==> src/rtl/seq_gen_1011.sv <==
// Frame transmitter for the 1011 detector. Each accepted payload word is sent
// as the sync pattern 1011 followed by the payload, MSB first. A 0 is stuffed
// wherever a 1 would otherwise complete 1011, so the only 1011 in the stream
// ends on the 4th sync bit of each frame.
module seq_gen_1011 #(
    parameter int unsigned DATA_W = 8
) (
    input  logic              clk,
    input  logic              reset,
    input  logic [DATA_W-1:0] data_in,
    input  logic              data_valid,
    output logic              data_ready,
    output logic              out_bit,
    output logic              out_valid,
    output logic              stuff_flag,
    output logic              frame_done
);

    localparam int unsigned IdxW = (DATA_W > 1) ? $clog2(DATA_W) : 1;
    localparam logic [3:0] SyncPat = 4'b1011;

    typedef enum logic [1:0] {
        StIdle,
        StSync,
        StPayload
    } state_e;

    state_e            state;
    logic [1:0]        sync_idx;
    logic [IdxW-1:0]   bit_idx;
    logic [DATA_W-1:0] data_q;
    // Last three presented bits, newest (the current out_bit) in the LSB.
    logic [2:0]        hist;

    logic accept;
    logic sched;
    logic sched_bit;
    logic last_sync;
    logic do_stuff;
    logic next_bit;

    // The state moves to StIdle on the edge that presents the last payload
    // bit, so ready is high during the frame_done cycle.
    assign data_ready = !reset && (state == StIdle);
    assign accept     = data_valid && data_ready;

    // Pick the bit scheduled for the coming edge and decide whether to stuff.
    always_comb begin
        sched     = 1'b0;
        sched_bit = 1'b0;
        last_sync = 1'b0;
        case (state)
            StIdle: begin
                // A word accepted on this edge schedules its first sync bit now.
                if (accept) begin
                    sched     = 1'b1;
                    sched_bit = SyncPat[3];
                end
            end
            StSync: begin
                sched     = 1'b1;
                sched_bit = SyncPat[~sync_idx];
                last_sync = (sync_idx == 2'd3);
            end
            StPayload: begin
                sched     = 1'b1;
                sched_bit = data_q[bit_idx];
            end
            default: begin
                sched = 1'b0;
            end
        endcase
        // The 4th sync bit is the one intended 1011 and is never stuffed.
        do_stuff = sched && sched_bit && !last_sync && (hist == 3'b101);
        next_bit = sched && sched_bit && !do_stuff;
    end

    // Frame FSM, history shift register and registered serial outputs.
    always_ff @(posedge clk) begin
        if (reset) begin
            state      <= StIdle;
            sync_idx   <= 2'd0;
            bit_idx    <= '0;
            data_q     <= '0;
            hist       <= 3'b000;
            out_bit    <= 1'b0;
            out_valid  <= 1'b0;
            stuff_flag <= 1'b0;
            frame_done <= 1'b0;
        end else begin
            hist       <= {hist[1:0], next_bit};
            out_bit    <= next_bit;
            out_valid  <= sched;
            stuff_flag <= do_stuff;
            frame_done <= 1'b0;
            case (state)
                StIdle: begin
                    if (accept) begin
                        data_q   <= data_in;
                        state    <= StSync;
                        // A stuffed bit leaves sync bit 0 still scheduled.
                        sync_idx <= do_stuff ? 2'd0 : 2'd1;
                    end
                end
                StSync: begin
                    if (!do_stuff) begin
                        if (sync_idx == 2'd3) begin
                            state   <= StPayload;
                            bit_idx <= IdxW'(DATA_W - 1);
                        end
                        sync_idx <= sync_idx + 2'd1;
                    end
                end
                StPayload: begin
                    if (!do_stuff) begin
                        if (bit_idx == '0) begin
                            frame_done <= 1'b1;
                            state      <= StIdle;
                        end else begin
                            bit_idx <= bit_idx - 1'b1;
                        end
                    end
                end
                default: begin
                    state <= StIdle;
                end
            endcase
        end
    end

endmodule

==> config.mk <==
export PLATFORM = sky130hd
export DESIGN_NAME = seq_gen_1011
export DESIGN_NICKNAME = d
export VERILOG_FILES = /design/src/rtl/seq_gen_1011.sv
export SDC_FILE = /design/constraint.sdc
export NUM_CORES = 1
export LEC_CHECK = 0
export BUFFER_PORTS_ARGS = -buffer_cell sky130_fd_sc_hd__buf_2
export CAP_MARGIN = 20
export CORE_ASPECT_RATIO = 1.5
export CORE_MARGIN = 3
export CORE_UTILIZATION = 50
export DETAILED_ROUTE_END_ITERATION = 8
export PLACE_DENSITY = 0.7
export SYNTH_ARGS = -nofsm -noshare
export SYNTH_HDL_FRONTEND = slang
export SYNTH_SLANG_ARGS = --single-unit
export TNS_END_PERCENT = 20
==> constraint.sdc <==
create_clock -name clk -period 2.56 [get_ports clk]
set_input_delay 0 -clock clk [delete_from_list [all_inputs] [get_ports clk]]
set_output_delay 0 -clock clk [all_outputs]
set_load 0.02 [all_outputs]
==> flow_summary.ini <==
[worst_setup_path]
critPathTopFamily = compound AO/OA/AOI/OAI gates
rr_worst_depth = 7
critical_path.cell_chain = inv_1, ha_1, nor2b_1, and2_1, a221oi_4, o21ai_2, a221oi_2
max_stage_delay_ps = 410
cp.arrival_ps = 2410
worstSetupEndpointType = flip-flop
worstReg2RegStart = state[0]
worstSetupPathType = reg -> reg
regToRegSetupSlack_ps = 380
critical_path_required_ps = 2780
crit_end = state[1]
path_max_fanout = 19
crit_start = state[0]
path_buf_inv = 1
critPathSlowestCell = dfxtp_1
cp-start-kind = flip-flop
path_depth = 7
r2r-end = state[1]

[final_layout]
drive_above_1_share_pct = 22.22
layoutNonFillerInstCount = 176
fin_area_sq_um = 1435
mostFrequentLayoutCell = dfxtp_1
syn_to_final_growth_pct = 12.89
fillers = 196
nNetsFinal = 174
mostFrequentLayoutCells = 21 x dfxtp_1, 15 x buf_2, 13 x nand2_1, 12 x nand2b_1, 10 x o21ai_0
antenna_cells = 0

[clock_tree]
clk_latency_ps = 300
cts-resized-gates = 0
cts_htree_levels = 1
root_buffer = clkbuf_4
numClockSinks = 21
hold_buffers = 8
clk_path_buf_depth = 2
cts_tree = done
cts_buffers = 3
path_clk_slew_ps = 110
postCtsSetupBuffers = 0

[sta]
fin_crit_sh_pct = 85.33
period_minus_slack_ps = 2184
rsz0062_at_grt = no
fmax_mhz = 457.8
slew_headroom_pct = 57.70
slew_violations = 0
layout_setup_ws_ps = 375.5
finalHoldViolations = 0
skew_ps = 4.166
tns_ps = 0
finalSetupViolations = 0
worstMarginPinSlew_ps = 634.5

[power]
irDropWorstVdd_v = 0.0005898
finalPower_mw = 1.322
leakage_nw = 0.5400
power_density_nw_per_um2 = 921.3

[synth]
ys.flop_type = dfxtp_1
synth_cell_type_count = 42
synth_edf_count = 0
synth-seq-cells = 21
ys_seq_area_share_pct = 33.07
ys_async_sr_fraction_pct = 0
syn-num-nets = 154
yosysWarnings = 0
avgSynthCellArea_sq_um = 9.487
netlist_instances = 134
syn_area_sq_um = 1271

[drt]
met2RoutedLength_mm = 1.268
dr.pass1.iters = 6
vias = 997
met1Wirelength_mm = 1.069
highest_layer = met4
postRouteAntennaNets = 0
viasPerCell = 5.665
wl_mm = 2.454
wl_per_cell_microns = 13.94
drc = 0
dr_wl_met3_microns = 79
dr.first_iter.drc_count = 31

[floorplanning]
dieWidth_microns = 47.17
coreArea_sq_um = 2338
die_h_microns = 67.76
initial_utilization_pct = 54.36
die_area_sq_um = 3196
rows = 21
ioPinCount = 16

[status]
status = completed

[grt]
grt_pass1_vias = 974
grt_pass1_wl_mm = 4.257
overflow = 0
grt_start_max_net_pins = 30
grt_usage_pct = 18.34
antenna_found_initial = 0

[placed_design]
place_inst = 164
portBuffers = 15
placed_cell_area_sq_um = 1329
dp_slack_ps = 394.0
dp_hpwl_mm = 1.778
gp_congestion = 0.7537

[min_path]
hold_path_class = in -> reg

[flow_run]
cap_violations = 0
-- kinds of logic (layout without fill, tap and decap cells) --
group	count (synthesis)	count (layout)	synth area share, %
AO/OA/AOI/OAI	34	34	24.31
flip-flops	21	21	33.07
buffers and inverters	17	36	6.299
AND/OR/NAND/NOR	49	49	23.33
adder cells (fa/ha/maj)	9	9	8.858
multiplexers	4	4	4.134
-- state kept, by name, summed over array words and instances (netlist names) --
name,cells
frame_done,1
out_valid,1
bit_idx,3
data_q,8
state,2
hist,3
sync_idx,2
stuff_flag,1
-- metal layers --
| metal | up-vias | global-route usage, % |
|---|---|---|
| met4 | 0 | 7.958 |
| li1 | 509 | - |
| met3 | 5 | 2.400 |
| met5 | - | 0 |
| met2 | 21 | 29.76 |
| met1 | 462 | 23.43 |
-- metrics by stage --
step,util [%],hold slack [ps]
5_1_grt,61.37,138.9
2_1_floorplan,-,82.62
3_3_place_gp,56.82,192.7
4_1_cts,61.37,137.8
3_5_place_dp,56.82,199.8
6_report,61.37,136.1
-- worst reg2reg max path, stage by stage (launching register included) --
cell      delay, ps
dfxtp_1         410
inv_1           100
ha_1            280
nor2b_1         170
and2_1          380
a221oi_4        390
o21ai_2         110
a221oi_2        280
-- cell type report --
class | count | area, sq um | area share [%]
sequential | 21 | 420.4 | 29.29
tap | 23 | 28.78 | 2.005
inverter | 9 | 33.78 | 2.354
timing repair buffer | 23 | 155.1 | 10.81
multi-input combinational | 96 | 770.7 | 53.71
clock buffer | 4 | 26.28 | 1.831
-- synth_stat cells, drive strengths merged (2+ instances only) --
| library cell | number | area [sq um] |
|---|---|---|
| a211oi | 3 | 35.03 |
| buf | 5 | 33.78 |
| inv | 9 | 33.78 |
| nor3 | 2 | 10.01 |
| o21ai | 11 | 58.81 |
| mux2i | 3 | 30.03 |
| nand2b | 13 | 88.83 |
| a31oi | 2 | 12.51 |
| nor2b | 6 | 37.54 |
| clkbuf | 3 | 12.51 |
| a21oi | 6 | 33.78 |
| a221oi | 5 | 85.08 |
| o311ai | 2 | 32.53 |
| dfxtp | 21 | 420.4 |
| ha | 9 | 112.6 |
| nor2 | 4 | 15.01 |
| nand2 | 13 | 48.80 |
| nand3b | 2 | 15.01 |
-- where the power goes --
group	leakage [nW]	total [mW]	switching [mW]	internal (mW)
Clock	0.0150	0.157	0.0965	0.0608
Sequential	0.172	0.483	0.0728	0.410
Combinational	0.353	0.682	0.397	0.285
-- worst min-delay path by stage --
stage | from | endpoint | slack, ps | cells past startpoint
after floorplan | reset | data_ready | 80 | 1
after CTS | reset | stuff_flag | 140 | 2
final | reset | stuff_flag | 140 | 2
after global placement | data_in[1] | data_q[1] | 190 | 3
after global routing | data_valid | sync_idx[0] | 140 | 4
after detailed placement | data_in[4] | data_q[4] | 200 | 3
(Power assumes the default switching activity.)
